## config.mk

```make
export PLATFORM = sky130hd
export DESIGN_NAME = fetch_stage
export DESIGN_NICKNAME = d
export VERILOG_FILES = /design/src/rtl/mips_pkg.sv /design/src/rtl/if_id_reg.sv /design/src/rtl/fetch_stage.sv
export SDC_FILE = /design/constraint.sdc
export NUM_CORES = 1
export LEC_CHECK = 0
export CELL_PAD_IN_SITES_DETAIL_PLACEMENT = 1
export CELL_PAD_IN_SITES_GLOBAL_PLACEMENT = 2
export CORE_MARGIN = 3
export CORE_UTILIZATION = 25
export CTS_CLUSTER_DIAMETER = 200
export DETAILED_ROUTE_END_ITERATION = 10
export PLACE_DENSITY_LB_ADDON = 0.15
export SLEW_MARGIN = 20
export SYNTH_ARGS = -nofsm -noshare
export SYNTH_HDL_FRONTEND = slang
export SYNTH_SLANG_ARGS = --single-unit
```

## constraint.sdc

```tcl
create_clock -name clk -period 5.96 [get_ports clk]
set_input_delay 1.192 -clock clk [delete_from_list [all_inputs] [get_ports clk]]
set_output_delay 1.192 -clock clk [all_outputs]
set_load 0.1 [all_outputs]
```

## src/rtl/mips_pkg.sv

```systemverilog
// -----------------------------------------------------------------------------
// mips_pkg
// Shared constants and pipeline-register types for the five-stage MIPS core.
//   RESET_PC_DEFAULT : PC loaded on reset
//   IM_BASE_DEFAULT  : byte address of instruction-memory word 0
//   NOP_INSTR        : encoding used for bubbles and faulted fetches (sll $0,$0,0)
//   if_id_t          : contents of the IF/ID pipeline register
// -----------------------------------------------------------------------------
package mips_pkg;

    localparam logic [31:0] RESET_PC_DEFAULT = 32'h0000_3000;
    localparam logic [31:0] IM_BASE_DEFAULT  = 32'h0000_3000;
    localparam logic [31:0] NOP_INSTR        = 32'h0000_0000;

    typedef struct packed {
        logic [31:0] instr;
        logic [31:0] pc;
        logic        valid;
        logic        adel;
    } if_id_t;

    localparam if_id_t IF_ID_BUBBLE = '{instr: NOP_INSTR, pc: 32'h0, valid: 1'b0, adel: 1'b0};

endpackage

```

## src/rtl/if_id_reg.sv

```systemverilog
// -----------------------------------------------------------------------------
// if_id_reg
// IF/ID pipeline register with reset > flush > stall priority.
// The same pattern is reused for the D/E register.
// Ports:
//   clk     : system clock
//   reset   : synchronous, active-high; loads a bubble
//   i_flush : load a bubble on the next edge (wins over i_stall)
//   i_stall : hold the current contents
//   i_d     : value captured on an unstalled, unflushed edge
//   o_q     : registered contents
// -----------------------------------------------------------------------------
module if_id_reg
    import mips_pkg::*;
(
    input  logic   clk,
    input  logic   reset,
    input  logic   i_flush,
    input  logic   i_stall,
    input  if_id_t i_d,
    output if_id_t o_q
);

    if_id_t r_q;

    always_ff @(posedge clk) begin
        if (reset) begin
            r_q <= IF_ID_BUBBLE;
        end else if (i_flush) begin
            r_q <= IF_ID_BUBBLE;
        end else if (!i_stall) begin
            r_q <= i_d;
        end
    end

    assign o_q = r_q;

endmodule

```

## src/rtl/fetch_stage.sv

```systemverilog
// -----------------------------------------------------------------------------
// fetch_stage
// Instruction-fetch stage: fetch PC register, instruction-memory address
// generation, fetch-address fault detection and the IF/ID register.
// Ports:
//   clk      : system clock, rising edge
//   reset    : synchronous, active-high
//   npc      : next PC from the decode-stage next-PC logic
//   stall    : freeze PC and IF/ID
//   flush_d  : turn IF/ID into a bubble on the next edge (PC unaffected)
//   im_instr : word read combinationally at im_addr
//   pc_f     : current fetch PC
//   im_addr  : word index (pc_f - IM_BASE) >> 2
//   instr_d  : IF/ID instruction
//   pc_d     : IF/ID PC
//   pc8_d    : pc_d + 8 (jal/jalr link value)
//   valid_d  : IF/ID holds a real fetched instruction
//   adel_d   : IF/ID instruction came from a bad fetch address
// -----------------------------------------------------------------------------
module fetch_stage
    import mips_pkg::*;
#(
    parameter logic [31:0] RESET_PC = RESET_PC_DEFAULT,
    parameter logic [31:0] IM_BASE  = IM_BASE_DEFAULT,
    parameter int          IM_WORDS = 4096
) (
    input  logic                        clk,
    input  logic                        reset,
    input  logic [31:0]                 npc,
    input  logic                        stall,
    input  logic                        flush_d,
    input  logic [31:0]                 im_instr,
    output logic [31:0]                 pc_f,
    output logic [$clog2(IM_WORDS)-1:0] im_addr,
    output logic [31:0]                 instr_d,
    output logic [31:0]                 pc_d,
    output logic [31:0]                 pc8_d,
    output logic                        valid_d,
    output logic                        adel_d
);

    localparam int          AW       = $clog2(IM_WORDS);
    localparam logic [31:0] IM_BYTES = 32'(IM_WORDS) << 2;

    logic [31:0] r_pc;
    logic [31:0] w_offset;
    logic        w_fault;
    if_id_t      w_ifid_d;
    if_id_t      w_ifid_q;

    always_ff @(posedge clk) begin
        if (reset) begin
            r_pc <= RESET_PC;
        end else if (!stall) begin
            r_pc <= npc;
        end
    end

    // A PC below IM_BASE wraps the offset to a large value, so a single
    // unsigned compare covers both ends of the range without overflow.
    assign w_offset = r_pc - IM_BASE;
    assign w_fault  = (r_pc[1:0] != 2'b00) || (w_offset >= IM_BYTES);
    assign im_addr  = w_offset[AW+1:2];

    always_comb begin
        w_ifid_d       = IF_ID_BUBBLE;
        w_ifid_d.instr = w_fault ? NOP_INSTR : im_instr;
        w_ifid_d.pc    = r_pc;
        w_ifid_d.valid = 1'b1;
        w_ifid_d.adel  = w_fault;
    end

    if_id_reg u_if_id_reg (
        .clk     (clk),
        .reset   (reset),
        .i_flush (flush_d),
        .i_stall (stall),
        .i_d     (w_ifid_d),
        .o_q     (w_ifid_q)
    );

    assign pc_f    = r_pc;
    assign instr_d = w_ifid_q.instr;
    assign pc_d    = w_ifid_q.pc;
    assign pc8_d   = w_ifid_q.pc + 32'd8;
    assign valid_d = w_ifid_q.valid;
    assign adel_d  = w_ifid_q.adel;

endmodule

```

Word-level counts from Yosys, hierarchy flattened
Index checks and enable logic that the tools add are counted.

Register bits after elaboration: 98. Bits of input ports: 68. Output and inout port bits: 142.

Add/sub/neg operators: 2. Magnitude comparators: 1. Multiplexer cells: 1. Reduce and logical (&&, ||, !) cells: 3.

Operator list (count): $add A32 B4 Y32 const B (1); $ge A32 B15 Y1 const B (1); $mux W32 (1); $sub A32 B14 Y32 const B (1); $reduce_bool A2 Y1 (1); $reduce_or A2 Y1 (1); $logic_or A1 B1 Y1 (1).

Depth between registers and ports, before layout
Depth in word-level cells: 4. Gate-level depth with buffers: 8. Depth with buffers taken out: 6.

Hierarchy
Synthesis repeated with hierarchy kept, for this count alone.

Cells, all modules: 567. Area, all modules: 5187.5 um2.

By module, submodules not included: fetch_stage (instances 1, cells each 353, area each 2761.4 um2, sequential area each 640.6 um2); if_id_reg (instances 1, cells each 214, area each 2426.1 um2, sequential area each 1321.3 um2).

Worst setup path before layout
Ideal clock, no wire load.

Kind: reg2out. Start point: reg u_if_id_reg.r_q, in the netlist u_if_id_reg.o_q[5]. End point: out pc8_d[29]. Arrival: 3.944 ns. Required time: 4.768 ns. Setup slack: 0.824 ns. Stages on the path, launching flop included: 7. Cell sequence: dfxtp_1 -> ha_1 -> and3_1 -> nand4_1 -> nor3_1 -> nand3_1 -> xnor2_1.

Longest elaborated chain between the ends: 1.

Ends and longest elaborated chain: start, declared (RTL line if_id_reg.sv:24) `if_id_t r_q;`; start signal, assigned (RTL line if_id_reg.sv:32) `r_q <= i_d;`; $add A32 B4 Y32 (RTL line fetch_stage.sv:85) `assign pc8_d = w_ifid_q.pc + 32'd8;`; end, declared (RTL line fetch_stage.sv:37) `output logic [31:0] pc8_d,`.

No other way between the ends.

Worst setup path after layout
Start point: reg u_if_id_reg.r_q, in the netlist u_if_id_reg.o_q[5]. End point: out pc8_d[31].

Same word-level chain as after synthesis.

==> results_dict.tcl <==
set metrics [dict create \
    synth_top_area_share_pct 42.1 \
    antenna_found_initial 0 \
    vdd_drop_max_mv 0.128 \
    seqPwrFrac_pct 40.0 \
    fin_crit_ns 4.90 \
    port_buffers 209 \
    clock_tree.buffer_depth 2 \
    syn_inst 519 \
    fmax_mhz 204 \
    slew_headroom_pct 31.3 \
    grt_overflow 0 \
    cts_resized 0 \
    n_antenna_cell 0 \
    pre_cts_slack_ns 1.38 \
    drv_slew 0 \
    cp-start-kind "flip-flop" \
    yosys_warnings 0 \
    track_usage_pct 15.4 \
    criticalPathCategory "reg -> out" \
    setup_viol 0 \
    post-synth-top-count-cell "dfxtp_1" \
    cts_setup_buffers 0 \
    cp-end-kind "output pin" \
    cts-buffers-inserted 9 \
    coreArea_um2 18100 \
    syn2layout_area_growth_pct 48.3 \
    vias 4219 \
    yosys-top-cells-area "dfxtp_1, mux2i_1, nand3_1, buf_4, nor2_1" \
    gp_congestion 0.748 \
    setup_ws_ns 1.06 \
    ys_seq_area_share_pct 42.1 \
    initial_utilization_pct 25.7 \
    synth-seq-cells 98 \
    stdcell_count 896 \
    synth_commonest_cells "dfxtp_1, nand3_1, nor2_1, mux2i_1, buf_4" \
    clock-skew-final_ns 0.00990 \
    cp_max_fo 6 \
    synth_edf_count 0 \
    min_path_type "reg -> reg" \
    pwr-share-comb_pct 23.6 \
    antenna_left 0 \
    post-route-util_pct 38.1 \
    dieWidth_um 143 \
    numClockSinks 98 \
    grt_setup_unrepaired "no" \
    drtPass1Iterations 4 \
    clock_latency_ns 0.35 \
    clkPwrFrac_pct 36.4 \
    syn_avg_cell_area_um2 8.98 \
    critPathRequiredTime_ns 4.77 \
    synth_top_area_cell "dfxtp_1" \
    fin_crit_sh_pct 82.2 \
    syn_area_um2 4660 \
    finalHoldViolations 0 \
    dp_cells 880 \
    ys_async_sr_fraction_pct 0 \
    vias_per_cell 4.71 \
    boundaryPins 210 \
    htree_levels 3 \
    grt_pass1_wl_mm 24.8 \
    wl_per_cell_um 17.7 \
    maxCapViolations 0 \
    ctsRootBufferMaster "clkbuf_16" \
    dieArea_um2 20300 \
    drive_gt1_share_pct 4.65 \
    syn_nets 589 \
    nNetsFinal 732 \
    swShare_pct 32.9 \
    grt_max_degree 67 \
    fin_tns_setup_ns 0 \
    total_leakage_power_uw 0.00257 \
    clk_pin_slew_ns 0.07 \
    wirelength_mm 15.8 \
    netSwitchingPower_uw 576 \
    die_h_um 143 \
    synth_top_flop_cell "dfxtp_1" \
    grt_pass1_vias 4320 \
    cts_tree "built" \
    dp_hpwl_mm 11.5 \
    cts_hold_buf 0 \
    cellPowerDensity_nw_per_um2 253 \
    status "complete, no violations" \
    tightest_slew_ns 1.03 \
    drc 0 \
    synth.distinct_cells 40 \
    drt_iter0_drc 150 \
    rows 49 \
    arrival_ns 3.71 \
    intPower_uw 1170 \
]
==> metrics by stage <==
step / total power, µW / instance area, µm² / hold slack [ns]
finish: 1750 / 6910 / 0.463
detailed placement: 1130 / 6590 / 0.449
floorplan: 1020 / 4660 / 0.505
CTS: 1780 / 6910 / 0.476
global placement: 1130 / 6590 / 0.437
global route: 1820 / 6910 / 0.510
==> cell families after synthesis <==
family,count (synthesis),share of synthesized area (%)
AO/OA/AOI/OAI,45,7.30
XOR/XNOR,29,5.45
adder cells (fa/ha/maj),2,0.537
buffers and inverters,85,11.0
flip-flops,98,42.1
multiplexers,62,13.3
AND/OR/NAND/NOR,198,20.3
==> cell type report <==
type,instances,area [µm²]
Multi-Input combinational cell,336,2210
Inverter,4,15.0
Clock inverter,5,77.6
Tap cell,229,287
Fill cell,2073,11200
Timing Repair Buffer,213,2110
Sequential cell,98,1960
Clock buffer,11,243
==> path summary, 6_finish.rpt <==
| kind | from | endpoint | slack [ns] | depth (start not counted) |
|---|---|---|---|---|
| min reg2reg | u_if_id_reg.o_q[1] | u_if_id_reg.o_q[1] | 0.46 | 1 |
| max | u_if_id_reg.o_q[5] | pc8_d[31] | 1.06 | 7 |
| max reg2reg | pc_f[12] | u_if_id_reg.o_q[42] | 3.10 | 6 |
| min | u_if_id_reg.o_q[1] | u_if_id_reg.o_q[1] | 0.46 | 1 |
==> worst max-delay path, cell delays in order (launching register included) <==
cell	delay (ns)
dfxtp_1	0.41
ha_1	0.21
and3_1	0.28
nand4_1	0.30
nor3_1	0.63
nand3_1	0.19
xnor2_1	0.19
clkdlybuf4s50_1	1.15
==> power by group through the flow <==
stage	logic [µW]	clock network [µW]	registers, µW
after floorplan	281	0	742
after global placement	412	0	714
after detailed placement	416	0	715
after CTS	417	664	700
after global routing	432	688	703
final	412	636	699
==> registers in the layout (all words and copies together), names as in the netlist <==
name / cells
pc_f: 32
u_if_id_reg.o_q: 66
==> cells in the final DEF (no fill, tap or decap), types with 5 or more instances in the layout <==
cell	Yosys	routed
dfxtp_1	98	98
xor2_1	9	9
clkdlybuf4s50_1	0	207
nand4_1	5	5
xnor2_1	20	20
nand2_1	16	15
o31ai_1	33	32
mux2i_1	62	62
clkbuf_16	0	9
and3_1	6	6
nor2_1	72	71
buf_4	45	5
nand3_1	76	76
==> layer usage <==
metal | share of wire (%) | global-route usage, % | up-vias
li1 | - | - | 2046
met1 | 44 | 18.9 | 2045
met2 | 47 | 25.5 | 119
met3 | 7.2 | 5.71 | 9
met4 | 0.94 | 3.75 | 0
met5 | 0 | 0 | -
Note: power is estimated with default switching activity, not from simulation.
